## src/rtl/serial_add_ctrl_if.sv

```systemverilog
// Request/result bundle between a requesting master and the bit-serial adder controller.
interface serial_add_ctrl_if #(parameter int WIDTH = 8);
  logic             start;
  logic [WIDTH-1:0] a;
  logic [WIDTH-1:0] b;
  logic             cin;
  logic             busy;
  logic             done;
  logic [WIDTH-1:0] sum;
  logic             cout;
  logic             OV;

  modport master (output start, a, b, cin, input busy, done, sum, cout, OV);
  modport slave  (input start, a, b, cin, output busy, done, sum, cout, OV);
endinterface

```

## src/rtl/serial_add_ctrl.sv

```systemverilog
// Bit-serial adder: one shared full adder walks WIDTH-bit operands LSB first,
// one bit per clock, behind a start/busy/done handshake.
module full_adder (
  input  logic a0,
  input  logic a1,
  input  logic c0,
  output logic s,
  output logic c1
);
  assign s  = a0 ^ a1 ^ c0;
  assign c1 = (a0 & a1) | (c0 & (a0 ^ a1));
endmodule

module serial_add_ctrl #(
  parameter int WIDTH = 8
) (
  input  logic             clk,
  input  logic             Reset,
  input  logic             CLR,
  serial_add_ctrl_if.slave bus
);
  localparam int            CW   = $clog2(WIDTH);
  localparam logic [CW-1:0] LAST = CW'(WIDTH - 1);

  typedef enum logic [1:0] {IDLE, RUN, DONE} state_e;

  state_e           state_q, state_d;
  logic [CW-1:0]    cnt_q, cnt_d;
  logic             carry_q, carry_d;
  logic [WIDTH-1:0] a_sh_q, a_sh_d;
  logic [WIDTH-1:0] b_sh_q, b_sh_d;
  logic [WIDTH-2:0] sum_sh_q, sum_sh_d;
  logic [WIDTH-1:0] sum_q, sum_d;
  logic             cout_q, cout_d;
  logic             ov_q, ov_d;
  logic             fa_s, fa_c1;
  logic [WIDTH-1:0] sum_next;

  full_adder u_fa (
    .a0 (a_sh_q[0]),
    .a1 (b_sh_q[0]),
    .c0 (carry_q),
    .s  (fa_s),
    .c1 (fa_c1)
  );

  // New bit enters at the top; on the last bit this is the complete result.
  assign sum_next = {fa_s, sum_sh_q};

  always_comb begin
    state_d  = state_q;
    cnt_d    = cnt_q;
    carry_d  = carry_q;
    a_sh_d   = a_sh_q;
    b_sh_d   = b_sh_q;
    sum_sh_d = sum_sh_q;
    sum_d    = sum_q;
    cout_d   = cout_q;
    ov_d     = ov_q;
    if (CLR) begin
      state_d  = IDLE;
      cnt_d    = '0;
      carry_d  = 1'b0;
      a_sh_d   = '0;
      b_sh_d   = '0;
      sum_sh_d = '0;
      sum_d    = '0;
      cout_d   = 1'b0;
      ov_d     = 1'b0;
    end else begin
      case (state_q)
        IDLE: if (bus.start) begin
          a_sh_d  = bus.a;
          b_sh_d  = bus.b;
          carry_d = bus.cin;
          cnt_d   = '0;
          state_d = RUN;
        end
        RUN: begin
          a_sh_d   = a_sh_q >> 1;
          b_sh_d   = b_sh_q >> 1;
          sum_sh_d = sum_next[WIDTH-1:1];
          carry_d  = fa_c1;
          if (cnt_q == LAST) begin
            // carry_q here is the carry into the MSB
            sum_d   = sum_next;
            cout_d  = fa_c1;
            ov_d    = carry_q ^ fa_c1;
            state_d = DONE;
          end else begin
            cnt_d = cnt_q + 1'b1;
          end
        end
        DONE:    state_d = IDLE;
        default: state_d = IDLE;
      endcase
    end
  end

  always_ff @(posedge clk or negedge Reset) begin
    if (!Reset) begin
      state_q  <= IDLE;
      cnt_q    <= '0;
      carry_q  <= 1'b0;
      a_sh_q   <= '0;
      b_sh_q   <= '0;
      sum_sh_q <= '0;
      sum_q    <= '0;
      cout_q   <= 1'b0;
      ov_q     <= 1'b0;
    end else begin
      state_q  <= state_d;
      cnt_q    <= cnt_d;
      carry_q  <= carry_d;
      a_sh_q   <= a_sh_d;
      b_sh_q   <= b_sh_d;
      sum_sh_q <= sum_sh_d;
      sum_q    <= sum_d;
      cout_q   <= cout_d;
      ov_q     <= ov_d;
    end
  end

  assign bus.busy = (state_q == RUN);
  assign bus.done = (state_q == DONE);
  assign bus.sum  = sum_q;
  assign bus.cout = cout_q;
  assign bus.OV   = ov_q;
endmodule
```

## src/flat_wrapper.sv

```systemverilog
// flat-port wrapper written by rule: the top's interface ports become plain ports
module serial_add_ctrl_flat 
#(
  parameter int WIDTH = 8
)
  (clk, Reset, CLR, bus_start, bus_a, bus_b, bus_cin, bus_busy, bus_done, bus_sum, bus_cout, bus_OV);
  serial_add_ctrl_if #(.WIDTH(WIDTH)) bus_i ();
  input  logic clk;
  input  logic Reset;
  input  logic CLR;
  input wire logic [$bits(bus_i.start)-1:0] bus_start;
  input wire logic [$bits(bus_i.a)-1:0] bus_a;
  input wire logic [$bits(bus_i.b)-1:0] bus_b;
  input wire logic [$bits(bus_i.cin)-1:0] bus_cin;
  output wire logic [$bits(bus_i.busy)-1:0] bus_busy;
  output wire logic [$bits(bus_i.done)-1:0] bus_done;
  output wire logic [$bits(bus_i.sum)-1:0] bus_sum;
  output wire logic [$bits(bus_i.cout)-1:0] bus_cout;
  output wire logic [$bits(bus_i.OV)-1:0] bus_OV;
  assign bus_i.start = bus_start;
  assign bus_i.a = bus_a;
  assign bus_i.b = bus_b;
  assign bus_i.cin = bus_cin;
  assign bus_busy = bus_i.busy;
  assign bus_done = bus_i.done;
  assign bus_sum = bus_i.sum;
  assign bus_cout = bus_i.cout;
  assign bus_OV = bus_i.OV;
  serial_add_ctrl #(.WIDTH(WIDTH)) u_core (.clk(clk), .Reset(Reset), .CLR(CLR), .bus(bus_i));
endmodule
```

## config.mk

```make
export PLATFORM = sky130hd
export DESIGN_NAME = serial_add_ctrl_flat
export DESIGN_NICKNAME = d
export VERILOG_FILES = /design/src/rtl/serial_add_ctrl_if.sv /design/src/rtl/serial_add_ctrl.sv /design/src/flat_wrapper.sv
export SDC_FILE = /design/constraint.sdc
export NUM_CORES = 1
export LEC_CHECK = 0
export ABC_AREA = 1
export BUFFER_PORTS_ARGS = -buffer_cell sky130_fd_sc_hd__buf_2
export CAP_MARGIN = 25
export CELL_PAD_IN_SITES_DETAIL_PLACEMENT = 1
export CELL_PAD_IN_SITES_GLOBAL_PLACEMENT = 2
export CORE_MARGIN = 3
export CORE_UTILIZATION = 31
export DETAILED_ROUTE_END_ITERATION = 7
export HOLD_SLACK_MARGIN = 0.05
export PLACE_DENSITY_LB_ADDON = 0.12
export SKIP_LAST_GASP = 1
export SLEW_MARGIN = 10
export SYNTH_ARGS = -nofsm -noshare
export SYNTH_HDL_FRONTEND = slang
export SYNTH_SLANG_ARGS = --single-unit
```

## constraint.sdc

```tcl
create_clock -name clk -period 1.64 [get_ports clk]
set_input_delay 0.164 -clock clk [delete_from_list [all_inputs] [get_ports clk]]
set_output_delay 0.164 -clock clk [all_outputs]
set_load 0.02 [all_outputs]
```

==> flow_summary.yaml, run 1 <==
synth:
  ys_ff_latch: 39
  avgSynthCellArea_um2: 7.99
  synth.distinct_cells: 22
  synth.yosys.seq_area_share_pct: 53.8
  ys_warn_count: 0
  synth_fp_nets: 251
  mappedNetlistArea_mm2: 0.00181
  syn_inst: 227
clock_network:
  cts_buffers: 5
  cts_tree: "done"
  cts_setup_buffers: 0
  clockBufferDepth: 2
  clk_latency_ps: 290
  cts_sinks: 39
  htree_num_levels: 2
  clk_pin_slew_ps: 80
  cts-root-buf: "clkbuf_8"
global_routing:
  gr-total-overflow: 0
  grt_usage_pct: 14.4
  grt_max_degree: 25
  antenna_found_initial: 0
  grt_pass1_vias: 1647
  grt_pass1_wl_mm: 7.47
critical_path:
  max_stage_delay_ps: 380
  critPathKind: "reg -> reg"
  cp_common_cell: "ha_1"
  crit_slowest_cell: "dfrtp_1"
  reg2reg_slack_ps: 170
  startpoint_type: "flop"
  cp_max_fo: 5
  cp_cell_sequence: "ha_1 -> ha_1 -> inv_2 -> nor2_1 -> nand2_2 -> buf_4 -> nand4_1 -> nand2_1"
  crit_arrival_ps: 1660
  required_ps: 1820
  end_kind: "flop"
power:
  total_power_mw: 2.07
  p_leak_nw: 1.30
  power_density_mw_per_mm2: 938
  ir_worst_vdd_mv: 0.313
finish:
  drive_gt1_share_pct: 22.6
  final_cells: 338
  nets: 289
  regArea_um2: 976
  fill_cells: 711
  area_growth_pct: 21.7
  multi_input_area_um2: 727
  n_antenna_cell: 0
routing:
  drt_iter0_drc: 47
  post_drt_wl_per_cell_um: 12.5
  postRouteAntennaNets: 0
  drt_drc_violations_left: 0
  drt_pass1_iterations: 4
  via_per_inst: 4.49
  routed_wl_mm: 4.23
  via_count: 1519
floorplan:
  die_h_um: 82.5
  io_pins: 33
  floorplan.initialDensity_pct: 32.5
  core_area_mm2: 0.00557
  die_w_um: 82.5
  fp-row-count: 27
  dieArea_mm2: 0.00680
timing:
  setup_violations: 0
  finalMaxSlewViolations: 0
  worst_clock_skew_ps: 5.57
  finalCriticalPeriod_ps: 1470
  tightest_slew_ps: 426
  hold_viol: 0
  relSlewSlack_pct: 71.6
  setup-tns-final_ps: 0
  clock.fmax_ghz: 0.678
  rsz0062_at_grt: "no"
  fin_crit_sh_pct: 89.9
worst_hold_path:
  hp-class: "in -> reg"
job:
  cap_violations: 0
placed_design:
  portBuffers: 32
  place_hpwl_mm: 2.97
  dp.cells: 329
  place_congestion: 0.714
run_status:
  status: "finished, final reports clean"
==> Yosys cell counts <==
cell type | count | area, µm²
o211ai_1 | 1 | 7.51
nor2_1 | 8 | 30.0
o21ai_0 | 4 | 20.0
nand3_2 | 1 | 10.0
xnor2_1 | 1 | 8.76
nand3_1 | 3 | 15.0
o31ai_1 | 1 | 7.51
nand2_2 | 3 | 18.8
ha_1 | 2 | 25.0
o21ai_2 | 1 | 8.76
a21oi_1 | 1 | 5.00
inv_1 | 12 | 45.0
o22ai_1 | 1 | 6.26
nand2_1 | 126 | 473
a22oi_1 | 6 | 45.0
inv_2 | 6 | 22.5
nand4_1 | 3 | 18.8
buf_6 | 2 | 22.5
fa_1 | 1 | 20.0
dfrtp_1 | 39 | 976
buf_2 | 4 | 20.0
buf_4 | 1 | 7.51
==> flip-flops by register name (all words and copies together) (netlist names) <==
| signal | cells |
|---|---|
| u_core.bus.cout | 1 |
| u_core.b_sh_q | 8 |
| u_core.bus.sum | 8 |
| u_core.sum_sh_q | 7 |
| u_core.cnt_q | 3 |
| u_core.a_sh_q | 8 |
| u_core.state_q | 2 |
| u_core.bus.OV | 1 |
| u_core.carry_q | 1 |
==> final cells by class <==
| cell class | count | share of cell area, % |
|---|---|---|
| Tap cell | 72 | 4.08 |
| Sequential cell | 39 | 44.2 |
| Multi-Input combinational cell | 163 | 33.0 |
| Timing Repair Buffer | 38 | 10.6 |
| Clock buffer | 5 | 3.12 |
| Inverter | 18 | 3.06 |
| Clock inverter | 3 | 1.99 |
==> per-layer routing <==
| layer | vias to the layer above | routed length, µm | track usage (%) |
|---|---|---|---|
| li1 | 770 | - | - |
| met1 | 708 | 2000 | 18.3 |
| met2 | 36 | 1950 | 23.5 |
| met3 | 5 | 230 | 3.04 |
| met4 | 0 | 55 | 6.64 |
| met5 | - | 0 | 0 |
==> timing repair <==
action | 4_1_cts | 5_1_grt
endpoints found under the hold margin | 15 | 0
hold buffers | 1 | 0
resized for setup | 0 | 4
setup endpoints to repair | 0 | 9
==> report_power, final <==
part / switching (mW) / internal (mW) / leakage, nW
Clock: 0.349 / 0.453 / 0.0581
Combinational: 0.143 / 0.0831 / 0.709
Sequential: 0.0315 / 1.01 / 0.530
Total: 0.524 / 1.54 / 1.30
==> worst max-delay path: cells and delay by family (launching register included) <==
family	cells	cell delay, ps
adders and majority gates	2	380
DFF	1	380
and+or+nand+nor	4	380
buffers and inverters	2	230
==> stage by stage <==
stage               hold slack, ps  util, %  instance area [µm²]  worst slack (ps)
floorplan                     -132        -                 1810               260
global placement               126     37.2                 2080               168
detailed placement             130     37.2                 2080               107
CTS                            127     39.4                 2200              68.4
global route                   134     39.6                 2210              13.5
finish                         131     39.6                 2210               165
==> logic make-up (layout without fill, tap and decap cells) <==
group	count (synthesis)	after routing	share of synthesized area [%]
AOI/OAI and AO/OA	15	15	5.52
buffers and inverters	25	64	6.49
xor gates and xnor gates	1	1	0.483
DFF	39	39	53.8
adders and majority gates	3	3	2.48
and+or+nand+nor	144	144	31.2
==> final timing paths <==
check / end / start / cells after the start
setup / recovery: u_core.cnt_q[0]$_DFFE_PN0P_ / u_core.cnt_q[0]$_DFFE_PN0P_ / 8
setup reg to reg: u_core.cnt_q[0]$_DFFE_PN0P_ / u_core.cnt_q[0]$_DFFE_PN0P_ / 8
hold reg to reg: u_core.bus.sum[2]$_DFFE_PN0P_ / u_core.bus.sum[2]$_DFFE_PN0P_ / 2
max in group asynchronous: u_core.b_sh_q[0]$_DFFE_PN0P_ / Reset / 3
min in group asynchronous: u_core.state_q[0]$_DFFE_PN0P_ / Reset / 2
hold / removal: u_core.b_sh_q[7]$_DFFE_PN0P_ / bus_b[7] / 3
==> placed cells by master, fill, tap and decap left out <==
cell type and n:
o21ai_2 1, clkbuf_8 5, xnor2_1 1, dfrtp_1 39, nor2_1 8, inv_2 8, nand4_1 3, nand2_1 125
buf_2 32, dlygate4sd3_1 1, bufinv_16 1, clkinv_4 1, a21oi_1 1, o211ai_1 1, nand2_2 4, nand3_1 2
o22ai_1 1, o21ai_0 4, ha_1 2, buf_4 3, fa_1 1, buf_12 2, o31ai_1 1, inv_1 10
nand3_2 2, a22oi_1 6, clkinv_2 1
Power figures use the tool's default switching activity.
==> run 2, diff against run 1 <==
--- a/config.mk
+++ b/config.mk
@@ -11,7 +11,7 @@
 export CELL_PAD_IN_SITES_DETAIL_PLACEMENT = 1
 export CELL_PAD_IN_SITES_GLOBAL_PLACEMENT = 2
 export CORE_MARGIN = 3
-export CORE_UTILIZATION = 31
+export CORE_UTILIZATION = 34
 export DETAILED_ROUTE_END_ITERATION = 7
 export HOLD_SLACK_MARGIN = 0.05
 export PLACE_DENSITY_LB_ADDON = 0.12
==> constraint.sdc (replaced) <==
create_clock -name clk -period 1.7 [get_ports clk]
set_input_delay 0.17 -clock clk [delete_from_list [all_inputs] [get_ports clk]]
set_output_delay 0.17 -clock clk [all_outputs]
set_load 0.02 [all_outputs]
==> run 2 against run 1 <==
Net effect: critical path depth is the same; non-clock buffer count is the same; die area shrank 8.2%; register-to-register slack gained 20 ps; clock skew grew 4.6 ps; sequential share of layout area grew 0.38 points; routed wire length grew 2.3%; combinational power shrank 2%; first-iteration DRC count grew 32%; cell count shrank 1.5%; flip-flop and latch count is the same; critical path type unchanged.
==> flow_summary.yaml, run 2 (synthesis results as in run 1) <==
clock_network:
  cts-root-buf: "clkbuf_8"
  clk_latency_ps: 290
  cts_setup_buffers: 0
  clockBufferDepth: 2
  htree_num_levels: 2
  cts_tree: "done"
  clk_pin_slew_ps: 80
  cts_sinks: 39
  cts_buffers: 5
finish:
  final_cells: 333
  nets: 289
  mostFrequentLayoutCells: "nand2_1, dfrtp_1, buf_2"
  n_antenna_cell: 0
  drive_gt1_share_pct: 21.8
  area_growth_pct: 20.6
  final_common_cell: "nand2_1"
  fill_cells: 649
routing:
  post_drt_wl_per_cell_um: 13.0
  drt_iter0_drc: 62
  postRouteAntennaNets: 0
  drt_pass1_iterations: 4
  routed_wl_mm: 4.33
  drt_drc_violations_left: 0
  via_count: 1524
  via_per_inst: 4.58
placed_design:
  dp.cells: 324
  place_hpwl_mm: 3.08
  place_congestion: 0.771
  portBuffers: 32
floorplan:
  die_h_um: 79.0
  die_w_um: 79.0
  fp-row-count: 25
  core_area_mm2: 0.00494
  io_pins: 33
  dieArea_mm2: 0.00624
  floorplan.initialDensity_pct: 36.7
critical_path:
  worstRegToRegCells: 8
  r2r_start: "u_core.cnt_q[0]$_DFFE_PN0P_"
  critPathKind: "reg -> reg"
  required_ps: 1890
  reg2reg_slack_ps: 180
  end_kind: "flop"
  startpoint_type: "flop"
  crit_arrival_ps: 1710
  worstSetupStartpoint: "u_core.cnt_q[0]$_DFFE_PN0P_"
  critical_path.endpoint: "u_core.cnt_q[1]$_DFFE_PN0P_"
  rr_endpoint: "u_core.cnt_q[1]$_DFFE_PN0P_"
  cp_max_fo: 7
run_status:
  status: "finished, final reports clean"
timing:
  finalCriticalPeriod_ps: 1520
  fin_crit_sh_pct: 89.4
  tightest_slew_ps: 537
  finalMaxSlewViolations: 0
  setup-tns-final_ps: 0
  worst_clock_skew_ps: 10.2
  setup_violations: 0
  hold_viol: 0
  clock.fmax_ghz: 0.658
  rsz0062_at_grt: "no"
  relSlewSlack_pct: 64.2
global_routing:
  antenna_found_initial: 0
  grt_usage_pct: 15.7
  gr-total-overflow: 0
  grt_pass1_vias: 1628
  grt_pass1_wl_mm: 7.65
  grt_max_degree: 24
worst_hold_path:
  hp-class: "in -> reg"
power:
  power_density_mw_per_mm2: 927
  ir_worst_vdd_mv: 0.465
  p_leak_nw: 1.29
job:
  cap_violations: 0
==> run 2: changes by cell type in the layout (fill, tap and decap cells not counted), sizes merged <==
cell    previous run  this run
clkbuf             5         6
clkinv             2         1
==> run 2: repair_timing <==
action | CTS | global route
endpoints found under the hold margin | 20 | 0
resized for setup | 0 | 2
setup endpoints to repair | 0 | 9
hold buffers | 1 | 0
==> run 2: critical path: stages (launching register included) <==
cell and delay [ps]:
dfrtp_1 410, ha_1 210, ha_1 220, inv_1 100
nor2_1 60, nand2_2 130, nand3_1 140, nand2_1 100
nand2_1 50
==> run 2: worst min path at each step <==
stage | start | to | cells past startpoint
after floorplan | Reset | u_core.a_sh_q[0]$_DFFE_PN0P_ | 0
after global placement | Reset | u_core.b_sh_q[2]$_DFFE_PN0P_ | 1
after detailed placement | Reset | u_core.b_sh_q[2]$_DFFE_PN0P_ | 1
after CTS | bus_a[7] | u_core.a_sh_q[7]$_DFFE_PN0P_ | 3
after global routing | bus_b[7] | u_core.b_sh_q[7]$_DFFE_PN0P_ | 3
final | bus_b[7] | u_core.b_sh_q[7]$_DFFE_PN0P_ | 3
==> run 2: power breakdown <==
part           switching, mW  internal, mW  total, mW
Sequential            0.0307         0.973       1.00
Clock                  0.328         0.475      0.803
Combinational          0.142        0.0794      0.221
Total                  0.501          1.53       2.03
==> run 2: layer usage <==
| layer | global-route usage, % | vias to the layer above | routed length, µm |
|---|---|---|---|
| li1 | - | 770 | - |
| met1 | 20.8 | 721 | 2100 |
| met2 | 25.4 | 29 | 2010 |
| met3 | 3.97 | 4 | 170 |
| met4 | 4.64 | 0 | 40 |
| met5 | 0 | - | 0 |
==> run 2: stage by stage <==
stage / setup WS [ps] / hold WS, ps / area, µm² / util (%) / power, mW
global route: 58.3 / 158 / 2190 / 44.3 / 2.15
detailed placement: 136 / 185 / 2060 / 41.6 / 1.25
global placement: 181 / 184 / 2060 / 41.6 / 1.25
floorplan: 320 / -126 / 1810 / - / 1.15
finish: 181 / 137 / 2190 / 44.3 / 2.03
CTS: 95.7 / 127 / 2180 / 44.2 / 2.07
==> run 2: area by class of cell <==
type                            instances  area, µm²  share of cell area, %
Tap cell                               67       83.8                   3.83
Inverter                               18       67.6                   3.09
Clock buffer                            6       82.6                   3.78
Multi-Input combinational cell        163        722                   33.0
Clock inverter                          2       35.0                   1.60
Sequential cell                        39        976                   44.6
Timing Repair Buffer                   38        220                   10.1
